==> src/rtl/ntt_cmd_sequencer.sv <==
// Host-command front-end for the NTT1024 core: turns valid/ready commands and data
// into single-cycle OP_CODE pulses, din_valid/din0 beats and a per-command done pulse.
module ntt_cmd_sequencer #(
   parameter int DW   = 32,
   parameter int OPW  = 5,
   parameter int LENW = 12
) (
   input  logic            clk,
   input  logic            reset,
   input  logic            cmd_valid,
   output logic            cmd_ready,
   input  logic [OPW-1:0]  cmd_op,
   input  logic [1:0]      cmd_mode,
   input  logic [LENW-1:0] cmd_len,
   input  logic            s_valid,
   output logic            s_ready,
   input  logic [DW-1:0]   s_data,
   input  logic            core_done,
   output logic [OPW-1:0]  OP_CODE,
   output logic            din_valid,
   output logic [DW-1:0]   din0,
   output logic            busy,
   output logic            cmd_done
);

   typedef enum logic [2:0] {
      S_IDLE,
      S_ISSUE,
      S_LOAD,
      S_DRAIN,
      S_WAIT,
      S_FLUSH
   } state_t;

   localparam logic [1:0] MODE_LOAD  = 2'b01;
   localparam logic [1:0] MODE_DRAIN = 2'b10;
   localparam logic [1:0] MODE_WAIT  = 2'b11;

   state_t          state;
   logic [1:0]      mode_r;
   logic [LENW-1:0] len_r;
   logic [LENW-1:0] cnt;
   logic [LENW-1:0] cnt_nxt;

   assign cnt_nxt   = cnt + 1'b1;
   assign cmd_ready = (state == S_IDLE);
   assign s_ready   = (state == S_LOAD) && (cnt < len_r);

   always_ff @(posedge clk) begin
      if (reset) begin
         state     <= S_IDLE;
         mode_r    <= '0;
         len_r     <= '0;
         cnt       <= '0;
         OP_CODE   <= '0;
         din_valid <= 1'b0;
         din0      <= '0;
         busy      <= 1'b0;
         cmd_done  <= 1'b0;
      end else begin
         // NOTE: pulse outputs default low here and are raised only by the state that owns them.
         OP_CODE   <= '0;
         din_valid <= 1'b0;
         cmd_done  <= 1'b0;
         case (state)
            S_IDLE: begin
               if (cmd_valid) begin
                  mode_r <= cmd_mode;
                  len_r  <= cmd_len;
                  cnt    <= '0;
                  busy   <= 1'b1;
                  if (cmd_op == '0) begin
                     state <= S_FLUSH;
                  end else begin
                     OP_CODE <= cmd_op;
                     state   <= S_ISSUE;
                  end
               end
            end
            S_ISSUE: begin
               if (mode_r == MODE_LOAD && len_r != '0) begin
                  state <= S_LOAD;
               end else if (mode_r == MODE_DRAIN && len_r != '0) begin
                  // First drain beat is launched here so it lands on the cycle right after ISSUE.
                  din_valid <= 1'b1;
                  din0      <= '0;
                  cnt       <= cnt_nxt;
                  state     <= (cnt_nxt == len_r) ? S_FLUSH : S_DRAIN;
               end else if (mode_r == MODE_WAIT) begin
                  state <= S_WAIT;
               end else begin
                  state <= S_FLUSH;
               end
            end
            S_LOAD: begin
               if (s_valid && s_ready) begin
                  din_valid <= 1'b1;
                  din0      <= s_data;
                  cnt       <= cnt_nxt;
                  if (cnt_nxt == len_r) state <= S_FLUSH;
               end
            end
            S_DRAIN: begin
               din_valid <= 1'b1;
               din0      <= '0;
               cnt       <= cnt_nxt;
               if (cnt_nxt == len_r) state <= S_FLUSH;
            end
            S_WAIT: begin
               if (core_done) state <= S_FLUSH;
            end
            S_FLUSH: begin
               // The last data beat is on the core's input this cycle; done follows it.
               cmd_done <= 1'b1;
               busy     <= 1'b0;
               state    <= S_IDLE;
            end
            default: state <= S_IDLE;
         endcase
      end
   end

endmodule

==> config.mk <==
export PLATFORM = sky130hd
export DESIGN_NAME = ntt_cmd_sequencer
export DESIGN_NICKNAME = d
export VERILOG_FILES = /design/src/rtl/ntt_cmd_sequencer.sv
export SDC_FILE = /design/constraint.sdc
export NUM_CORES = 1
export LEC_CHECK = 0
export ABC_CLOCK_PERIOD_IN_PS = 2500
export CORE_UTILIZATION = 44
export CTS_CLUSTER_SIZE = 12
export DETAILED_ROUTE_END_ITERATION = 7
export PLACE_DENSITY = 0.79
export SYNTH_ARGS = -nofsm -noshare
export SYNTH_HDL_FRONTEND = slang
export SYNTH_SLANG_ARGS = --single-unit
==> constraint.sdc <==
create_clock -name clk -period 2.5 [get_ports clk]
set_input_delay 0.5 -clock clk [delete_from_list [all_inputs] [get_ports clk]]
set_output_delay 0.5 -clock clk [all_outputs]
set_load 0.02 [all_outputs]
; Yosys cells after proc, flatten, opt, wreduce, memory -nomap -nowiden
; Cells that the tools add are included.
[word_totals]
elab_cells = 69
ff_bits = 69
input_bits = 56
output_inout_bits = 42
[classes]
muxes = 26
magnitude_cmp = 1
eq_ne = 14
bitwise = 2
reduce_logical = 16
n_addsub = 1
[op_table]
columns = cell, n
row1 = two-way mux 32 bit, 3
row2 = case mux 32 bit (3 select lines), 1
row3 = two-way mux 12 bit, 4
row4 = case mux 12 bit (4 select lines), 1
row5 = two-way mux 3 bit, 8
row6 = case mux 3 bit (5 select lines), 1
row7 = "adder 12 x 1 -> 12 bit, second input constant", 1
row8 = equality test 12 bit, 1
row9 = less-than comparator 12 bit, 1
row10 = nonzero test 12 bit, 1
row11 = "inequality test 2 bit, second input constant", 4
row12 = "equality test 3 x 2 -> 1 bit, second input constant", 2
row13 = "equality test 3 bit, second input constant", 2
row14 = two-way mux 1 bit, 6
row15 = zero test 5 bit, 1
row16 = AND reduction 5 bit, 1
row17 = "equality test 2 bit, second input constant", 2
row18 = logical AND 1 bit, 4
row19 = AND reduction 2 bit, 2
row20 = AND reduction 4 bit, 1
row21 = nonzero test 4 bit, 1
row22 = OR reduction 4 bit, 1
row23 = "equality test 3 x 1 -> 1 bit, second input constant", 1
row24 = zero test 3 bit, 1
row25 = 8 further kinds, 9

; Longest topological paths before layout
; Gate-level depths: netlist of run 1.
[depth]
word_depth = 6
mapped_depth = 12

; Worst setup path after synthesis of run 1
; No wires, ideal clock.
[synth_timing]
path_kind = register to register
startpoint = reg len_r[7]
endpoint = reg cnt[10]
path_buffers = 2
t_arrival_ns = 2.410
setup_ns = 0.128
stages_incl_launch_ff = 12
path_slack_ns = -0.038
cell_sequence = dfxtp_1 > buf_2 > inv_1 > ha_1 > a211oi_1 > nor2_1 > or3b_1 > o21a_1 > or3_1 > buf_2 > a22oi_1 > nor2_1
[synth_between]
elab_chain_cells = 5
[synth_rtl]
columns = element, line
row1 = start: declaration, 41  ; logic [LENW-1:0] len_r;
row2 = start signal: assignment, 69  ; len_r <= cmd_len;
row3 = less-than comparator 12 bit, 47  ; assign s_ready = (state == S_LOAD) && (cnt < len_r);
row4 = logical AND 1 bit, 47
row5 = logical AND 1 bit, 96  ; if (s_valid && s_ready) begin
row6 = inequality test 2 x 1 -> 1 bit (no line), --
row7 = AND reduction 5 bit (no line) *, --
row8 = end signal: assignment, 87  ; cnt <= cnt_nxt;
row9 = end signal: assignment, 99  ; cnt <= cnt_nxt;
row10 = end signal: assignment, 106  ; cnt <= cnt_nxt;
row11 = end: declaration, 42  ; logic [LENW-1:0] cnt;
; Mark *: on every way between the ends. The rest lies on a longest branch, timed or not.
; A chain may end at the register's enable or synchronous reset.

; Final worst setup path of run 1
[layout_timing]
startpoint = reg len_r[7]
endpoint = reg din0[14]
[layout_between]
elab_chain_cells = 5
[layout_rtl]
columns = element, line
row1 = less-than comparator 12 bit, 47
row2 = logical AND 1 bit, 47
row3 = logical AND 1 bit, 96
row4 = inequality test 2 x 1 -> 1 bit (no line), --
row5 = AND reduction 4 bit (no line) *, --
row6 = end signal: assignment, 98  ; din0 <= s_data;
row7 = end: declaration, 21  ; output logic [DW-1:0] din0,
; Marked as above.

==> results.txt, run 1 <==
- Total number of nets in the final design: 658
* Max Cap Viol: 0
* Maximum number of pins on one net before global-route repair: 35
* Share of total power in sequential cells: 30.5%
- Number of enable flip-flop cells after synthesis: 0
- TritonCTS sink count: roughly 70
* Syn Inst Count: 457
* Largest area contributor in the netlist: sky130_fd_sc_hd__dfxtp_1
- The number of hold violations in the final report is 0.
* Initial antenna violation count: 0
- Clock slew at reported path FFs: roughly 0.090 ns
* Via/cell ratio: 6.09
- The longest clock path from root to sink contains 2 buffers.
- In the routed design, unresolved DRC markers number 0.
- Counting flops and latches in the post-synthesis netlist gives 69.
* Layout cells sized above 1: between 20% and 30%
* Type of the tightest min-delay check: register to register
* Worst vdd ir: 0.496 mV
- The routed design has 13400 um of wire.
* Syn-to-layout area delta: 57.2%
- A synthesized cell averages 7.86 um2.
* Starting density of the core: 46.0%
* Setup CP Type: register to register
- Setup repair after global routing could not meet its margin everywhere.
- For this run, asynchronously set or reset flops after synthesis account for 0%.
- Slew Viols, Final: 0
* Distinct cells, synth: 58
- The count of nets left with antenna violations once routing finished came out at 0.
- Once layout is complete, the cells apart from fillers number 696.
- Across the whole layout, storage elements account for 0.00141 mm2.
- The clock reaches the later pin of the worst-skew pair after 0.36 ns.
* Core area: 0.00781 mm2
- 98 I/O pins were placed.
- Horizontal die dimension: 92.3 um
* DIE HEIGHT: 92.3 um
- Initial drt markers: 295
- Of the total power, the share spent switching nets is a little under two fifths.
- In this run the cell area of the synthesized design comes to 0.00359 mm2.
* Minimum clock period after layout: 2.61 ns
* Violated checks: negative setup slack
- Worst slew margin: 60.2%
- In this run, the combinational gates consume 42.5% of the power.
* Cts-stage hold buffer count: 0
- The die covers 0.00853 mm2.
- After floorplanning, the core was divided into 32 placement rows.
* Share of total power in the clock network: between 20 and 30%
* Final setup skew: 0.0134 ns
* Leakage: 0.00199 uW
* Required time reported for the critical path endpoint: 2.80 ns
- CTS buffer count: 9
* Multi-input logic area: about 0.0023 mm2
- For the worst setup path, the data arrival time is 2.91 ns.
- The first detailed-routing pass ran for 6 iterations.
- Summed over its instances, the top area cell type makes up 38.5% of the synthesized netlist area.
- Sorting the synthesized cells by how often they occur yields 80 x sky130_fd_sc_hd__nand2_1, 69 x sky130_fd_sc_hd__dfxtp_1, 57 x sky130_fd_sc_hd__a21oi_1.
- Weighted congestion at the end of routability-driven global placement: 0.916
* Post-Route Hold Slack: ~0.46 ns
- Most repeated cell in the gate-level netlist after synthesis: sky130_fd_sc_hd__nand2_1
* Sum Neg Setup Slack: -1.27 ns
- First-pass GRT wire length: 18000 um
- Summing the sequential cell areas from Yosys gives roughly two fifths of the chip area.
* Dpl hpwl: roughly 7500 um
- Total of fill cells in the finished design: 505
* Type of destination of the critical path: register
- Port buffer count: between 90 and 100
- Final WS setup: -0.114 ns
* Diode count: 0
- Final Cycle Share: 105%
- The most used flip-flop cell after synthesis is sky130_fd_sc_hd__dfxtp_1.
- Global routing used 26.8% of the available tracks.
* F_max: 383 MHz
- Vias: 4241
- Register-to-register path setup slack: -0.11 ns
- Cell Count Post-Placement: around 670
* Wirelength per Cell: approximately 19 um
* H-tree Lvls: 3
- Cell internal power was estimated by the tool at 2530 uW.
- The worst setup path is launched from a register.
- TritonCTS clock tree: yes
- Dividing total power by cell area gives a power density of 716 mW/mm2.
- Of all nets on the critical path, the largest fanout is 8.
- Sorting the synthesized cells by area gives the leading types as sky130_fd_sc_hd__dfxtp_1 38%, sky130_fd_sc_hd__nand2_1 8.4%, sky130_fd_sc_hd__a21oi_1 7.9%.
* Psw: 1510 uW
- Counting every net in the synthesized netlist gives 526.
- Cell chosen for the clock root: sky130_fd_sc_hd__clkbuf_8
- The run finished, with violations left.
- Summed over all layers, the global routing overflow is 0.
- The number of global-route vias before repair came to 3838.
- At the pin with the least slew margin, the transition time is 0.597 ns.
* Final setup violation count: 36
- Yosys printed 0 warnings.
cell families (layout without fill, tap and decap cells):
kind of cell             after synthesis  count (layout)  share of synthesized area, %
buffers and inverters                 51             188                          6.69
multiplexers                           3               3                         0.906
flip-flops                            69              69                          38.5
adder cells (fa/ha/maj)               13              13                          4.53
AND/OR/NAND/NOR                      200             200                          27.2
AO/OA/AOI/OAI                        110             110                          19.5
XOR/XNOR                              11              11                          2.68
flip-flops by register name (all words and copies together), names as in the netlist:
signal / flops
din0: 32
cnt: 12
state: 3
len_r: 12
cmd_done: 1
busy: 1
din_valid: 1
mode_r: 2
OP_CODE: 5
power by group through the flow:
stage | sequential (uW) | clock (uW) | combinational (uW)
2_1_floorplan | 1290 | 0 | 697
3_3_place_gp | 1240 | 0 | 1280
3_5_place_dp | 1250 | 0 | 1310
4_1_cts | 1230 | 1080 | 1420
5_1_grt | 1240 | 1130 | 1790
6_report | 1230 | 1090 | 1720
worst max-delay path, stage by stage, from the launching register on:
cell                        delay [ns]
sky130_fd_sc_hd__dfxtp_2          0.35
sky130_fd_sc_hd__inv_2            0.05
sky130_fd_sc_hd__ha_4             0.25
sky130_fd_sc_hd__a211oi_4         0.28
sky130_fd_sc_hd__nor2_2           0.08
sky130_fd_sc_hd__or3b_4           0.39
sky130_fd_sc_hd__o21a_4           0.24
sky130_fd_sc_hd__buf_6            0.13
sky130_fd_sc_hd__nor3_4           0.15
sky130_fd_sc_hd__buf_12           0.17
sky130_fd_sc_hd__clkbuf_16        0.16
sky130_fd_sc_hd__nand3_1          0.11
sky130_fd_sc_hd__a21oi_1          0.19
stage by stage:
step	utilization (%)	setup slack, ns	area (um2)	total power, uW
floorplan	-	0.00244	3600	1990
global placement	62.8	-0.0709	4910	2520
detailed placement	62.8	-0.120	4910	2550
CTS	67.0	0.000232	5230	3720
global route	72.3	-0.171	5640	4170
finish	72.3	-0.114	5640	4040
timing repair:
item / CTS / global route
gates resized for setup: 18 / 69
gates cloned: 1 / 3
setup buffers: 3 / 7
pin swaps: 8 / 42
setup endpoints to repair: 40 / 48
layout make-up:
class                           instances  share of cell area [%]
Clock inverter                          7                    1.86
Clock buffer                            9                    2.19
Tap cell                              102                    2.26
Multi-Input combinational cell        337                    40.1
Sequential cell                        69                    24.9
Inverter                               18                    1.20
Timing Repair Buffer                  154                    27.4
cells in the final DEF, fill, tap and decap left out, types with 3 or more instances in the layout:
cell / count
sky130_fd_sc_hd__inv_6: 3
sky130_fd_sc_hd__dfxtp_1: 54
sky130_fd_sc_hd__o211ai_1: 5
sky130_fd_sc_hd__or3_4: 3
sky130_fd_sc_hd__nand2_1: 79
sky130_fd_sc_hd__nor4_2: 3
sky130_fd_sc_hd__o21ai_1: 4
sky130_fd_sc_hd__clkdlybuf4s50_1: 95
sky130_fd_sc_hd__nor3_1: 4
sky130_fd_sc_hd__a21oi_1: 49
sky130_fd_sc_hd__and3_1: 5
sky130_fd_sc_hd__buf_6: 6
sky130_fd_sc_hd__buf_12: 5
sky130_fd_sc_hd__xnor2_1: 8
sky130_fd_sc_hd__dfxtp_4: 3
sky130_fd_sc_hd__ha_1: 6
sky130_fd_sc_hd__clkbuf_16: 3
sky130_fd_sc_hd__clkbuf_8: 9
sky130_fd_sc_hd__nor4_1: 4
sky130_fd_sc_hd__nand4_1: 8
sky130_fd_sc_hd__a22oi_1: 7
sky130_fd_sc_hd__o21ai_0: 9
sky130_fd_sc_hd__ha_4: 6
sky130_fd_sc_hd__nand3_1: 27
sky130_fd_sc_hd__nor2_1: 23
sky130_fd_sc_hd__xor2_1: 3
sky130_fd_sc_hd__inv_1: 16
sky130_fd_sc_hd__or3_1: 4
sky130_fd_sc_hd__and2_1: 4
sky130_fd_sc_hd__a21oi_2: 8
sky130_fd_sc_hd__buf_4: 43
sky130_fd_sc_hd__dfxtp_2: 12
sky130_fd_sc_hd__nand3_2: 10
sky130_fd_sc_hd__a211oi_1: 3
layer usage:
layer  vias up  share of wire [%]  global-route usage [%]  wire length, um
met5         -                  0                       0                0
met4         0                3.8                    12.2              503
met3        54                9.1                    6.24             1220
met2       273                 49                    44.6             6580
met1      2033                 38                    32.8             5110
li1       1881                  -                       -                -
path summary, 6_finish.rpt:
path / startpoint / endpoint / depth (start not counted)
max: len_r[7] / din0[14] / 12
min: din0[24] / din0[24] / 2
max reg2reg: len_r[7] / din0[14] / 12
min reg2reg: din0[24] / din0[24] / 2
(Power assumes the default switching activity.)
==> run 2, diff against run 1 <==
- CORE_UTILIZATION: 44 -> 43
- PLACE_DENSITY: 0.79 -> 0.77
==> run 2 against run 1 <==
Compared with the run above:
- the run still ends with negative setup slack left
- clock skew decreased by 0.0032 ns
- design area increased by 2.7%
- combinational power increased by 6%
- utilization increased by 1.2 points
- worst hold slack improved by 0.0019 ns
- sequential cell count unchanged
- power increased by 2.6%
- critical endpoint is now state[2]
- largest power group unchanged
- highest routed layer unchanged
==> results.txt, run 2 (synthesis gave the netlist of run 1 again) <==
- For this design the ratio of total power to cell area is approximately 710 mW/mm2.
- The worst hold path belongs to the class register to register.
* Dpl hpwl: around 7700 um
- Required time reported for the critical path endpoint: between 2 and 3 ns
- Global-route layer with the greatest usage: met2
- In the final design database the tool counted 669 nets.
* Largest registers: din0 (32), cnt (12), len_r (12)
- Die ar.: 0.00872 mm2
* TritonCTS clock tree: yes
- Core area: 0.00789 mm2
- Weighted congestion at the end of routability-driven global placement: 0.904
- For this run, the total global-route usage over all layers was measured as 27.1%.
- More flip-flops sit in one register than any other, and that register is din0.
- Buffers inserted during clock tree synthesis total 9.
* Final setup violation count: 10
* Total gr overflow: 0
- After layout, the minimum clock period comes to 2.64 ns.
- Diode count: 0
* Cell chosen for the clock root: sky130_fd_sc_hd__clkbuf_8
- Type of destination of the critical path: register
- Global routing used 43.7% of the available met2 tracks.
- Syn-to-layout area delta: 61.5%
- The register with the most flip-flops in the layout has 32 of them.
- Startpoint type of the worst setup path: register
- Setup repair after global routing could not meet its margin everywhere.
* Leakage: 0.00206 uW
- Across the run, the number of max-cap violations was 0.
- Remaining antenna violation count after routing: 0
- The startpoint identified for the worst register-to-register timing path is cnt[1].
- Across all setup checks in the final design, the least slack found is -0.144 ns.
* Wirelength per Cell: 19.3 um
* Insertion delay to the later sink of the worst-skew pair: 0.36 ns
- Commonest cells after routing, fill and taps aside: 95 x sky130_fd_sc_hd__clkdlybuf4s50_1, 78 x sky130_fd_sc_hd__nand2_1, 54 x sky130_fd_sc_hd__buf_4
- The H-tree was split into 3 levels.
* Num rows: 32
- Register-to-register path setup slack: -0.14 ns
- The flow ran to the end, but the final reports show violations.
- Vias: 4211
- OpenSTA, run right after detailed placement, puts the worst setup slack at -0.0982 ns.
* DIE HEIGHT: 93.4 um
* TritonCTS sink count: between 60 and 70
- Vias in the first global route: between 3000 and 4000
* Starting density of the core: 45.5%
* Sum Neg Setup Slack: -0.359 ns
- For met1 alone, demand over resource in global routing was 33.2%.
- Residual DRC: 0
- Worst vdd ir: 0.448 mV
- The number of hold violations in the final report was 0.
- Cell Count Post-Placement: 669
* Data arrival time at the worst-slack endpoint: between 2 and 3 ns
* Leading cell type in the layout, fill and taps excluded: sky130_fd_sc_hd__clkdlybuf4s50_1
- The pre-antenna-repair detailed-routing pass consisted of 7 iterations.
- Post-layout utilization of the core: between 70 and 80%
- Final Non-Filler Cells: approximately 710
- Global Route met3 Usage: 6.75%
* F_max: approximately 380 MHz
- The clock passes through at most 2 buffers.
- The worst pin sits at a relative slew slack of about three fifths.
* First-pass GRT wire length: 18200 um
- Aggregate routed wire length: 13700 um
- Slew Viols, Final: 0
* Horizontal die dimension: 93.4 um
- Final Cycle Share: 106%
* Violated checks: negative setup slack
* Layout cells sized above 1: 29.8%
- During I/O placement, the number of pins put on the boundary was 98.
- Entering global routing, the biggest net connects 42 pins.
- The number of cells on the worst reg-to-reg path is 10.
- Total power consumption of the routed design: between 4000 and 5000 uW
- Setup CP Type: register to register
- Worst Tran Pin Value: 0.572 ns
* Port buffer count: 97
- Clock skew on the completed layout was measured at 0.0101 ns.
- Initial antenna violation count: 0
* CP startpoint: cnt[1]
- Worst-path fanout max: 5
- Cts-stage hold buffer count: 0
- Endpoint of the most critical setup path: state[2]
- Worst reg2reg path endpoint: state[2]
- After clock tree synthesis, the clock-pin slew on the worst setup and hold paths is 0.09 ns.
- Total of fill cells in the finished design: 521
- Via/cell ratio: around 6.0
- In this run, the number of DRC markers left after iteration 0 of detailed routing was 370.
run 2: cell count changes in the layout (fill, tap and decap cells not counted), sizes merged:
cell and change:
buf +11, clkbuf +1, clkinv +2, inv -3
run 2: timing repair:
item | in CTS | in global routing
cloned | 1 | 3
setup endpoints to repair | 42 | 45
buffers inserted | 2 | 16
gates resized for setup | 25 | 81
pin swaps | 18 | 59
run 2: worst max-delay path: stages (launching register included):
cell,delay (ns)
sky130_fd_sc_hd__dfxtp_2,0.37
sky130_fd_sc_hd__buf_6,0.12
sky130_fd_sc_hd__ha_4,0.14
sky130_fd_sc_hd__buf_6,0.11
sky130_fd_sc_hd__nand4_1,0.24
sky130_fd_sc_hd__xnor2_1,0.26
sky130_fd_sc_hd__o211ai_1,0.16
sky130_fd_sc_hd__a2111oi_4,0.56
sky130_fd_sc_hd__nand2_2,0.16
sky130_fd_sc_hd__a211oi_2,0.26
sky130_fd_sc_hd__o221a_1,0.21
run 2: routing by layer:
layer	share of wire, %	vias to the layer above
met3	7.9	82
met5	0	-
met2	49	250
li1	-	1896
met1	38	1983
met4	5.2	0
run 2: area by class of cell:
cell class                      instances  area (um2)  area share, %
Tap cell                              102         128           2.20
Clock inverter                          6        93.8           1.62
Timing Repair Buffer                  165        1610           27.8
Inverter                               18        67.6           1.17
Sequential cell                        69        1410           24.3
Clock buffer                           10         138           2.37
Multi-Input combinational cell        337        2350           40.5
run 2: where the power goes:
part	switching, uW	total, uW	internal [uW]	leakage, uW
sequential	56.5	1240	1180	0.000567
clock	493	1090	596	0.000113
combinational	987	1820	833	0.00138
run 2: stage by stage:
| step | hold WS [ns] | instance area (um2) |
|---|---|---|
| 6_report | 0.459 | 5800 |
| 3_5_place_dp | 0.444 | 4910 |
| 2_1_floorplan | 0.445 | 3600 |
| 4_1_cts | 0.454 | 5280 |
| 5_1_grt | 0.473 | 5800 |
| 3_3_place_gp | 0.437 | 4910 |
run 2: worst min path at each step:
| stage | from | end | slack [ns] | cells after the start |
|---|---|---|---|---|
| after floorplan | mode_r[1] | mode_r[1] | 0.45 | 2 |
| after global placement | din0[6] | din0[6] | 0.44 | 2 |
| after detailed placement | din0[25] | din0[25] | 0.44 | 2 |
| after CTS | din0[25] | din0[25] | 0.45 | 2 |
| after global routing | din0[15] | din0[15] | 0.47 | 2 |
| final | din0[31] | din0[31] | 0.46 | 2 |
